$ cat config.mk
export PLATFORM = sky130hd
export DESIGN_NAME = master_port_split
export DESIGN_NICKNAME = d
export VERILOG_FILES = /design/src/rtl/master_port_split_pkg.sv /design/src/rtl/master_shift_reg.sv /design/src/rtl/master_port_split.sv
export SDC_FILE = /design/constraint.sdc
export NUM_CORES = 1
export LEC_CHECK = 0
export ABC_AREA = 1
export CORE_UTILIZATION = 55
export CTS_CLUSTER_DIAMETER = 50
export DETAILED_ROUTE_END_ITERATION = 10
export GPL_TIMING_DRIVEN = 0
export PLACE_DENSITY_LB_ADDON = 0.05
export SETUP_SLACK_MARGIN = 0.5
export SYNTH_ARGS = -nofsm -noshare
export SYNTH_HDL_FRONTEND = slang
export SYNTH_HIERARCHICAL = 1
export SYNTH_SLANG_ARGS = --single-unit
$ cat constraint.sdc
create_clock -name clk -period 3.06 [get_ports clk]
set_input_delay 0.306 -clock clk [delete_from_list [all_inputs] [get_ports clk]]
set_output_delay 0.306 -clock clk [all_outputs]
set_load 0.02 [all_outputs]
$ cat src/rtl/master_port_split_pkg.sv
// ============================================================================
// master_port_split_pkg : shared state encoding and size defaults
// Rev 1.0
// ============================================================================
`default_nettype none

package master_port_split_pkg;

  localparam int DEF_ADDR_WIDTH = 12;
  localparam int DEF_DATA_WIDTH = 8;
  localparam int DEF_TIMEOUT    = 64;

  typedef enum logic [2:0] {
    S_IDLE  = 3'd0,
    S_REQ   = 3'd1,
    S_ADDR  = 3'd2,
    S_WAIT  = 3'd3,
    S_SPLIT = 3'd4,
    S_RDATA = 3'd5,
    S_DONE  = 3'd6
  } state_t;

  // Counter must be able to hold the full length without wrapping.
  function automatic int bit_cnt_width(input int a_w, input int d_w);
    int m;
    m = (a_w > d_w) ? a_w : d_w;
    return $clog2(m + 1);
  endfunction

endpackage

`default_nettype wire

$ cat src/rtl/master_shift_reg.sv
// ============================================================================
// master_shift_reg : LSB-first shift register, parallel/serial load and read
// Rev 1.0
// ============================================================================
`default_nettype none

module master_shift_reg #(
  parameter int WIDTH = 8,
  parameter int CNT_W = 4
) (
  input  logic             clk,
  input  logic             reset,
  input  logic             load_i,
  input  logic [WIDTH-1:0] load_data_i,
  input  logic             shift_i,
  input  logic             serial_i,
  output logic             serial_o,
  output logic [WIDTH-1:0] par_o,
  output logic [CNT_W-1:0] cnt_o
);

  localparam logic [CNT_W-1:0] CNT_MAX = CNT_W'(WIDTH);

  logic [WIDTH-1:0] sr_q;
  logic [CNT_W-1:0] cnt_q;

  // Serial input enters at the MSB so the first bit received ends up in bit 0.
  always_ff @(posedge clk or posedge reset) begin
    if (reset) begin
      sr_q  <= '0;
      cnt_q <= '0;
    end else if (load_i) begin
      sr_q  <= load_data_i;
      cnt_q <= '0;
    end else if (shift_i) begin
      sr_q <= {serial_i, sr_q[WIDTH-1:1]};
      if (cnt_q != CNT_MAX) begin
        cnt_q <= cnt_q + CNT_W'(1);
      end
    end
  end

  assign serial_o = sr_q[0];
  assign par_o    = sr_q;
  assign cnt_o    = cnt_q;

endmodule

`default_nettype wire

$ cat src/rtl/master_port_split.sv
// ============================================================================
// master_port_split : bus master port, serial address/data out, serial read in
// Rev 1.0
// ============================================================================
`default_nettype none

module master_port_split
  import master_port_split_pkg::*;
#(
  parameter int ADDR_WIDTH = DEF_ADDR_WIDTH,
  parameter int DATA_WIDTH = DEF_DATA_WIDTH,
  parameter int TIMEOUT    = DEF_TIMEOUT
) (
  input  logic                  clk,
  input  logic                  reset,
  input  logic                  req_read,
  input  logic                  req_write,
  input  logic [ADDR_WIDTH-1:0] address_in,
  input  logic [DATA_WIDTH-1:0] data_in,
  output logic                  busy,
  output logic                  done,
  output logic [DATA_WIDTH-1:0] data_out,
  output logic                  timeout_err,
  output logic                  bus_req,
  input  logic                  bus_grant,
  input  logic                  split_en,
  output logic                  read_en,
  output logic                  write_en,
  output logic                  master_valid,
  output logic                  master_ready,
  input  logic                  slave_ready,
  input  logic                  slave_valid,
  output logic                  tx_address,
  output logic                  tx_data,
  input  logic                  rx_data
);

  localparam int CNT_W = bit_cnt_width(ADDR_WIDTH, DATA_WIDTH);
  localparam int TMO_W = $clog2(TIMEOUT + 1);
  localparam logic [CNT_W-1:0] ADDR_LAST = CNT_W'(ADDR_WIDTH - 1);
  localparam logic [CNT_W-1:0] DATA_LAST = CNT_W'(DATA_WIDTH - 1);
  localparam logic [TMO_W-1:0] TMO_LAST  = TMO_W'(TIMEOUT - 1);

  state_t                state_q, state_d;
  logic                  op_read_q, op_read_d;
  logic                  err_q, err_d;
  logic [TMO_W-1:0]      tmo_q, tmo_d;
  logic [DATA_WIDTH-1:0] data_out_q, data_out_d;

  logic                  load, tx_shift, rx_shift, tmo_run, tmo_hit;
  logic                  addr_ser, data_ser, rx_ser;
  logic [ADDR_WIDTH-1:0] addr_par;
  logic [DATA_WIDTH-1:0] wdat_par, rx_par;
  logic [CNT_W-1:0]      addr_cnt, wdat_cnt, rx_cnt;
  logic                  unused_ok;

  master_shift_reg #(.WIDTH(ADDR_WIDTH), .CNT_W(CNT_W)) u_addr_tx (
    .clk(clk), .reset(reset), .load_i(load), .load_data_i(address_in),
    .shift_i(tx_shift), .serial_i(1'b0), .serial_o(addr_ser),
    .par_o(addr_par), .cnt_o(addr_cnt)
  );

  master_shift_reg #(.WIDTH(DATA_WIDTH), .CNT_W(CNT_W)) u_wdat_tx (
    .clk(clk), .reset(reset), .load_i(load), .load_data_i(data_in),
    .shift_i(tx_shift), .serial_i(1'b0), .serial_o(data_ser),
    .par_o(wdat_par), .cnt_o(wdat_cnt)
  );

  master_shift_reg #(.WIDTH(DATA_WIDTH), .CNT_W(CNT_W)) u_rdat_rx (
    .clk(clk), .reset(reset), .load_i(load), .load_data_i('0),
    .shift_i(rx_shift), .serial_i(rx_data), .serial_o(rx_ser),
    .par_o(rx_par), .cnt_o(rx_cnt)
  );

  assign unused_ok = ^{addr_par, wdat_par, wdat_cnt, rx_ser};
  assign tmo_hit   = (tmo_q == TMO_LAST);

  always_ff @(posedge clk or posedge reset) begin
    if (reset) begin
      state_q    <= S_IDLE;
      op_read_q  <= 1'b0;
      err_q      <= 1'b0;
      tmo_q      <= '0;
      data_out_q <= '0;
    end else begin
      state_q    <= state_d;
      op_read_q  <= op_read_d;
      err_q      <= err_d;
      tmo_q      <= tmo_d;
      data_out_q <= data_out_d;
    end
  end

  always_comb begin
    state_d      = state_q;
    op_read_d    = op_read_q;
    err_d        = err_q;
    data_out_d   = data_out_q;
    load         = 1'b0;
    tx_shift     = 1'b0;
    rx_shift     = 1'b0;
    tmo_run      = 1'b0;
    busy         = 1'b0;
    done         = 1'b0;
    timeout_err  = 1'b0;
    bus_req      = 1'b0;
    read_en      = 1'b0;
    write_en     = 1'b0;
    master_valid = 1'b0;
    master_ready = 1'b0;
    tx_address   = 1'b0;
    tx_data      = 1'b0;

    case (state_q)
      S_IDLE: begin
        if (req_read || req_write) begin
          load      = 1'b1;
          op_read_d = req_read;
          err_d     = 1'b0;
          state_d   = S_REQ;
        end
      end
      S_REQ: begin
        busy    = 1'b1;
        bus_req = 1'b1;
        if (bus_grant) begin
          read_en  = op_read_q;
          write_en = !op_read_q;
          tmo_run  = 1'b1;
          if (slave_ready) begin
            state_d = S_ADDR;
          end else if (tmo_hit) begin
            err_d   = 1'b1;
            state_d = S_DONE;
          end
        end
      end
      S_ADDR: begin
        busy         = 1'b1;
        bus_req      = 1'b1;
        read_en      = op_read_q;
        write_en     = !op_read_q;
        master_valid = 1'b1;
        tx_address   = addr_ser;
        tx_data      = data_ser;
        if (!bus_grant) begin
          err_d   = 1'b1;
          state_d = S_DONE;
        end else begin
          tx_shift = 1'b1;
          if (addr_cnt == ADDR_LAST) begin
            state_d = op_read_q ? S_WAIT : S_DONE;
          end
        end
      end
      S_WAIT: begin
        busy         = 1'b1;
        bus_req      = 1'b1;
        master_ready = !split_en;
        tmo_run      = 1'b1;
        if (split_en) begin
          state_d = S_SPLIT;
        end else if (slave_valid) begin
          rx_shift = 1'b1;
          state_d  = S_RDATA;
        end else if (tmo_hit) begin
          err_d   = 1'b1;
          state_d = S_DONE;
        end
      end
      S_SPLIT: begin
        // Bit 0 is taken in RDATA; the slave holds it until master_ready.
        busy    = 1'b1;
        bus_req = !split_en;
        if (!split_en && bus_grant) begin
          tmo_run = 1'b1;
          if (slave_valid) begin
            state_d = S_RDATA;
          end else if (tmo_hit) begin
            err_d   = 1'b1;
            state_d = S_DONE;
          end
        end
      end
      S_RDATA: begin
        busy         = 1'b1;
        bus_req      = 1'b1;
        master_ready = 1'b1;
        if (!bus_grant) begin
          err_d   = 1'b1;
          state_d = S_DONE;
        end else if (slave_valid) begin
          rx_shift = 1'b1;
          if (rx_cnt == DATA_LAST) begin
            data_out_d = {rx_data, rx_par[DATA_WIDTH-1:1]};
            state_d    = S_DONE;
          end
        end
      end
      S_DONE: begin
        done        = 1'b1;
        timeout_err = err_q;
        state_d     = S_IDLE;
      end
      default: begin
        state_d = S_IDLE;
      end
    endcase

    // Timeout measures time spent in the current state only.
    if (state_d != state_q || !tmo_run) begin
      tmo_d = '0;
    end else begin
      tmo_d = tmo_q + TMO_W'(1);
    end
  end

  assign data_out = data_out_q;

endmodule

`default_nettype wire

After elaboration in Yosys (flattened, before gate mapping)
Index checks and enable logic that the tools add are counted.
W data, S select, Z words.
Operators by class
  eq/ne operators: 18
  add/sub/neg operators: 3
  reductions and logical operators: 20
  multiplexer cells: 58
Operator list (count)
  $mux W3: 13
  $mux W8: 4
  $mux W1: 24
  $mux W12: 2
  $mux W4: 6
  $pmux W3 S6: 1
  $ne A2 B2 Y1 const B: 6
  $pmux W1 S2: 5
  $eq A3 B3 Y1 const B: 3
  $add A4 B1 Y4 const B: 2
  $ne A4 B4 Y1 const B: 2
  $reduce_bool A2 Y1: 4
  $add A7 B1 Y7 const B: 1
  $eq A7 B6 Y1 const B: 1
  $mux W7: 1
  $reduce_and A7 Y1: 1
  $eq A3 B2 Y1 const B: 2
  $reduce_and A2 Y1: 3
  $pmux W1 S5: 1
  $reduce_bool A5 Y1: 1
  $reduce_or A5 Y1: 1
  $eq A4 B3 Y1 const B: 1
  $eq A4 B4 Y1 const B: 1
  $reduce_and A4 Y1: 1
  other kinds (9): 12
Word-level totals
  output and inout port bits: 18
  bits of input ports: 29
  bits in registers: 56

Depth between registers and ports, before layout
Gate-level depths: netlist of run 1.
  depth after elaboration: 8
  gate-level depth with buffers: 12
  mapped depth without buffers: 11

Cells and area by module
The synthesis of run 1 kept the hierarchy.
Modules (own cells, without submodules)
  master_port_split: area an instance 1370.1 µm², times used 1, cells each 177, seq. area each 500.5 µm²
  master_shift_reg at u_rdat_rx ...: area an instance 656.9 µm², times used 2, cells each 83, seq. area each 300.3 µm²
  master_shift_reg at u_addr_tx: area an instance 879.6 µm², times used 1, cells each 105, seq. area each 400.4 µm²

Worst setup path after synthesis of run 1
Ideal clock, no wire load.
  path type: flip-flop to flip-flop
  from: reg state_q[2]
  to: reg tmo_q[2]
  period minus slack after synthesis: 1775 ps
  cell stages (with the launch flop): 10
  arrival time: 1647 ps
  slack: 1285 ps
  path through: dfrtp_1 buf_4 nor2_2 nand2_2 nor2_1 nand3_1 nand3_2 nor2_4 nor2_4 nor3_2
On the way
  cells in the longest elaborated chain, start to end: 7
Ends and longest elaborated chain
  start, declared: line master_port_split.sv:44  | state_t state_q, state_d;
  start signal, assigned: line master_port_split.sv:86  | state_q <= state_d;
  $mux W3, on equally long branches
  $mux W3, on equally long branches: line master_port_split.sv:192, master_port_split.sv:130, master_port_split.sv:163
  $mux W3, on equally long branches
  $pmux W3 S6: line master_port_split.sv:114  | case (state_q)
  $ne A3 B3 Y1: line master_port_split.sv:211  | if (state_d != state_q || !tmo_run) begin
  $logic_or A1 B1 Y1 (*): line master_port_split.sv:211
  $mux W7 (*): line master_port_split.sv:211
  named net tmo_d[2]: line master_port_split.sv:47  | logic [TMO_W-1:0] tmo_q, tmo_d;
  end signal, assigned: line master_port_split.sv:89  | tmo_q <= tmo_d;
  end, declared: line master_port_split.sv:47
Mark *: on every way through the listed nets, which the timed path passes. The rest lies on a longest branch.
A chain may end at the register's enable or synchronous reset.

Worst setup path in the final report of run 1
  from: reg state_q[0]
  to: out write_en
On the way
  cells in the longest elaborated chain, start to end: 2
Ends and longest elaborated chain
  $eq A3 B2 Y1 / $eq A3 B1 Y1 (equally long branches): line master_port_split.sv:114
  $pmux W1 S2 (*): line master_port_split.sv:114
  end, declared: line master_port_split.sv:28  | output logic write_en,
Every way passes the cells marked *; elsewhere a longest branch is shown, timed or not.

==> results of run 1 <==
-- power by group through the flow --
stage	clock (mW)	sequential, mW	combinational, mW
after CTS	0.459	1.15	1.51
after global routing	0.483	1.18	1.69
final	0.442	1.15	1.50
after floorplan	0	1.12	1.17
after detailed placement	0	1.16	1.51
after global placement	0	1.16	1.47
-- how the worst max path moves through the flow --
stage | start | cells past startpoint | slack [ns] | endpoint
after floorplan | state_q[0] | 11 | 1.30 | u_addr_tx/par_o[10]
after global placement | state_q[0] | 5 | 1.03 | read_en
after detailed placement | state_q[0] | 5 | 1.0 | read_en
after CTS | state_q[0] | 5 | 0.63 | read_en
after global routing | state_q[0] | 5 | 0.56 | read_en
final | state_q[0] | 5 | 0.73 | write_en
-- state kept, by name, summed over array words and instances, names as in the netlist --
name             cells
u_addr_tx/par_o     12
data_out             8
u_wdat_tx/par_o      8
tmo_q                7
u_rdat_rx/par_o      7
u_addr_tx/cnt_o      4
u_rdat_rx/cnt_o      4
state_q              3
err_q                1
op_read_q            1
-- cell type report --
class | instances | share of cell area
multi-input cells | 301 | 0.419
flip-flops and latches | 55 | 0.354
repair buffers | 45 | 0.116
inverters | 49 | 0.0472
clock buffers | 7 | 0.0247
well taps | 72 | 0.0231
plain buffers | 7 | 0.0145
clock inverters | 1 | 0.00193
-- layer usage --
| layer | part of all wire | track usage | up-vias | routed length, µm |
|---|---|---|---|---|
| li1 | - | - | 1374 | - |
| met1 | 0.47 | 0.312 | 1247 | 2970 |
| met2 | 0.47 | 0.388 | 63 | 3000 |
| met3 | 0.048 | 0.0430 | 7 | 301 |
| met4 | 0.010 | 0.0648 | 0 | 65 |
| met5 | 0 | 0 | - | 0 |
-- worst register-to-register path, delay by kind of cell (launching register included) --
kind,cells,cell delay [ns]
AOI/OAI and AO/OA,1,0.07
buffers and inverters,7,1.17
DFF,1,0.37
and+or+nand+nor,4,0.32
==> run_results.csv, run 1 <==
group,metric,value,unit
die,rows,27,
pwr,vdd_ir_drop_max,0.453,mV
place,place_ws,0.996,ns
clock_network,clk-insertion-delay-late,0.31,ns
finish,multi_input_area,0.00163,mm²
place,numPortBuffers,45,
critical_path,slowest_delay,0.62,ns
detailed_routing,drtIter0Drc,149,
timing,fin_crit_sh,0.763,
finish,nets,498,
global_route,grt_pass1_wl,11300,µm
die,coreArea,0.00557,mm²
pwr,p_sw,1.34,mW
die,io_pins,47,
place,gp_congestion,0.916,
synthesis,syn_inst,404,
clock_network,cts_buffer_depth,2,
outcome,status,"complete, no violations",
timing,fin_crit,2.33,ns
critical_path,reg2reg_slack,1.03,ns
global_route,grt_max_degree,21,
job,maxCapViolCount,0,
clock_network,cts-hold-fix-buffers,0,
die,die_width,78.5,µm
hold_path,hold_class,"in2async",
timing,rsz0062_at_grt,"no",
critical_path,crit_buf_inv,2,
place,place_area,0.00379,mm²
critical_path,r2r_start,"state_q[2]",
detailed_routing,routed_wirelength,6340,µm
clock_network,cts.repair.resized,0,
timing,worstMarginPinSlew,0.873,ns
timing,whs,0.331,ns
synthesis,syn-cell-area,0.00322,mm²
pwr,pwr-share-seq,0.373,
critical_path,cp_top_family,"buffers and inverters",
finish,area_delta_synth_final,21.0,%
critical_path,critPathLaunchType,"flop",
detailed_routing,via_per_inst,5.01,
detailed_routing,first_pass_iters,4,
global_route,grt_overflow,0,
finish,n_fill_cell,483,
timing,fin_ws,0.726,ns
detailed_routing,detail-route-antenna-nets,0,
finish,layout.area.seq,0.00138,mm²
finish,fin_area,0.00389,mm²
critical_path,path_cells,"inv_2 -> nor2_1 -> nand3_2 -> a21oi_1 -> clkdlybuf4s50_1",
clock_network,cts_made_buffers,5,
clock_network,clkSinkCount,55,
critical_path,cp_data_arrival_time,2.03,ns
finish,diodes,0,
finish,fin_util,0.699,
pwr,comb_power_share,0.484,
pwr,swShare,0.434,
synthesis,synth_area_per_cell,7.97,µm²
timing,finClkSkew,0.00544,ns
timing,hold_violations,0,
place,hpwl,4730,µm
clock_network,ctsHtreeMaxLevel,2,
global_route,antenna_found_initial,0,
critical_path,crit_path_max_fanout,7,
critical_path,critical_path_required,2.75,ns
global_route,track_usage,0.233,
pwr,p_leak,1.94,nW
timing,max_freq,428,MHz
die,die_y,78.5,µm
critical_path,rr_worst_depth,12,
clock_network,cts_setup_buffers,0,
die,dieArea,0.00616,mm²
detailed_routing,drc,0,
pwr,pwr_density_cell,793,mW/mm²
synthesis,synth_warnings,6,
clock_network,cts-root-buf,"clkbuf_8",
finish,drive_above_1_share,0.196,
pwr,p_int,1.75,mW
critical_path,timing.rr.end,"u_addr_tx/par_o[1]",
timing,fin_tns_setup,0,ns
critical_path,end_kind,"output pin",
critical_path,slowest_stage,"clkdlybuf4s50_1",
pwr,fin_total_pwr,3.09,mW
clock_network,path_clk_slew,0.10,ns
timing,relSlewSlack,0.418,
finish,fin_cells,537,
finish,final_common_cell,"nand2_1",
detailed_routing,vias,2691,
place,dp.cells,529,
detailed_routing,wl_per_cell,11.8,µm
pwr,clockPowerShare,0.143,
clock_network,cts_tree,"done",
timing,slew_violations,0,
finish,layout_common_cells,"nand2_1 (134), dfrtp_1 (54), clkdlybuf4s50_1 (45), inv_1 (38), nand3_1 (34)",
timing,setup_viol,0,
die,start_util,0.577,
critical_path,critical_path_class,"reg2out",
global_route,grt_pass1_vias,2623,
Power figures use the tool's default switching activity.
==> inputs of run 2 (changes only) <==
==> constraint.sdc (replaced) <==
create_clock -name clk -period 2.39 [get_ports clk]
set_input_delay 0.239 -clock clk [delete_from_list [all_inputs] [get_ports clk]]
set_output_delay 0.239 -clock clk [all_outputs]
set_load 0.02 [all_outputs]
==> run 2 against run 1 <==
Effect of this change: cell count rose by 0.93%; routed wire length increased by 0.96%; clock skew decreased by 0.0010 ns; via count up 2.0%; combinational power grew 31%; worst hold slack lost 0.070 ns; register-to-register slack worse by 0.42 ns; setup slack got worse by 0.16 ns; clock-buffer cell count did not move; flip-flop and latch count is the same; die area did not move; global-route usage rose by 0.18 points; critical path type unchanged; largest power group unchanged.
==> run_results.csv, run 2 (synthesized netlist as in run 1, its figures left out) <==
group,metric,value,unit
outcome,status,"complete, no violations",
detailed_routing,first_pass_iters,5,
timing,rsz0062_at_grt,"yes",
global_route,antenna_found_initial,0,
timing,fin_crit,1.83,ns
global_route,grt_pass1_wl,11400,µm
die,coreArea,0.00557,mm²
finish,n_fill_cell,479,
place,hpwl,4730,µm
detailed_routing,wl_per_cell,11.8,µm
critical_path,critPathLaunchType,"flop",
finish,area_delta_synth_final,22.3,%
timing,worstMarginPinSlew,0.868,ns
critical_path,cp_data_arrival_time,1.59,ns
finish,layout.area.seq,0.00138,mm²
pwr,vdd_ir_drop_max,0.511,mV
die,start_util,0.577,
clock_network,cts_tree,"done",
die,die_width,78.5,µm
clock_network,clk-insertion-delay-late,0.31,ns
global_route,track_usage,0.235,
die,rows,27,
timing,fin_crit_sh,0.765,
timing,whs,0.261,ns
finish,largest_reg_flops,12,
finish,diodes,0,
critical_path,end_kind,"output pin",
clock_network,cts-hold-fix-buffers,0,
detailed_routing,drtIter0Drc,166,
finish,nets,503,
timing,finClkSkew,0.00444,ns
finish,multi_input_area,0.00165,mm²
detailed_routing,drc,0,
finish,fin_util,0.706,
critical_path,crit_path_max_fanout,8,
timing,relSlewSlack,0.421,
critical_path,critical_path_class,"reg2out",
finish,fin_area,0.00394,mm²
die,dieArea,0.00616,mm²
timing,fin_tns_setup,0,ns
global_route,grt_max_degree,21,
timing,slew_violations,0,
timing,max_freq,547,MHz
critical_path,critical_path_required,2.15,ns
detailed_routing,via_per_inst,5.07,
clock_network,clkSinkCount,55,
clock_network,path_clk_slew,0.10,ns
finish,layout_common_cells,"nand2_1 (133), dfrtp_1 (53), inv_1 (36), clkdlybuf4s50_1 (35), nand3_1 (34)",
place,numPortBuffers,45,
finish,final_common_cell,"nand2_1",
detailed_routing,vias,2746,
timing,setup_viol,0,
job,maxCapViolCount,0,
timing,hold_violations,0,
global_route,grt_pass1_vias,2662,
detailed_routing,routed_wirelength,6400,µm
global_route,grt_overflow,0,
detailed_routing,detail-route-antenna-nets,0,
clock_network,cts-root-buf,"clkbuf_8",
place,gp_congestion,0.916,
clock_network,cts_made_buffers,5,
clock_network,ctsHtreeMaxLevel,2,
die,io_pins,47,
pwr,p_leak,1.99,nW
clock_network,cts_buffer_depth,2,
hold_path,hold_class,"in2async",
finish,drive_above_1_share,0.230,
place,place_area,0.00379,mm²
pwr,pwr_density_cell,1020,mW/mm²
die,die_y,78.5,µm
## run 2: path summary, 6_finish.rpt
check                            from                  to  slack (ns)  depth (start not counted)
setup reg to reg           state_q[0]  u_rdat_rx/cnt_o[1]        0.61                         12
hold reg to reg              tmo_q[0]            tmo_q[0]        0.49                          1
setup / recovery           state_q[2]            write_en        0.56                          5
hold / removal                  reset  u_wdat_tx/par_o[7]        0.26                          2
min in group clk            bus_grant          state_q[2]        0.39                          4
max in group asynchronous       reset          state_q[0]        1.30                          2
## run 2: repair_timing
| item | CTS | global route |
|---|---|---|
| resized for setup | 15 | 17 |
| endpoints found under the setup margin | 47 | 36 |
| pin swaps | 0 | 0 |
| buffers inserted | 5 | 0 |
## run 2: area by class of cell
cell class                 instances  area share
clock buffer                       7      0.0245
buffer                             7      0.0149
clock inverter                     1     0.00191
tap                               72      0.0229
inverter                          49      0.0477
timing repair buffer              50       0.119
sequential                        55       0.350
multi-input combinational        301       0.419
## run 2: stage by stage
step / instances / total power, mW / setup WS [ns]
after floorplan: 412 / 2.93 / 0.631
after CTS: 542 / 4.03 / 0.455
after global routing: 542 / 4.34 / 0.468
final: 542 / 4.01 / 0.562
after detailed placement: 529 / 3.42 / 0.337
after global placement: 529 / 3.37 / 0.364
## run 2: layer usage
layer  wire [µm]  vias up  global-route usage  part of all wire
li1            -     1386                   -                 -
met1        2910     1266               0.312              0.45
met2        3070       85               0.389              0.48
met3         351        9              0.0442             0.055
met4          73        0              0.0722             0.011
met5           0        -                   0                 0
## run 2: critical path, stage by stage (launching register included)
cell	delay, ns
dfrtp_1	0.37
buf_4	0.17
nor2_2	0.14
nand2_2	0.14
a21oi_1	0.19
clkdlybuf4s15_2	0.28
## run 2: power by group
group          leakage, nW  switching (mW)  total (mW)  internal (mW)
sequential           0.715           0.236        1.47           1.23
combinational         1.23            1.21        1.97          0.761
clock               0.0505           0.304       0.569          0.264
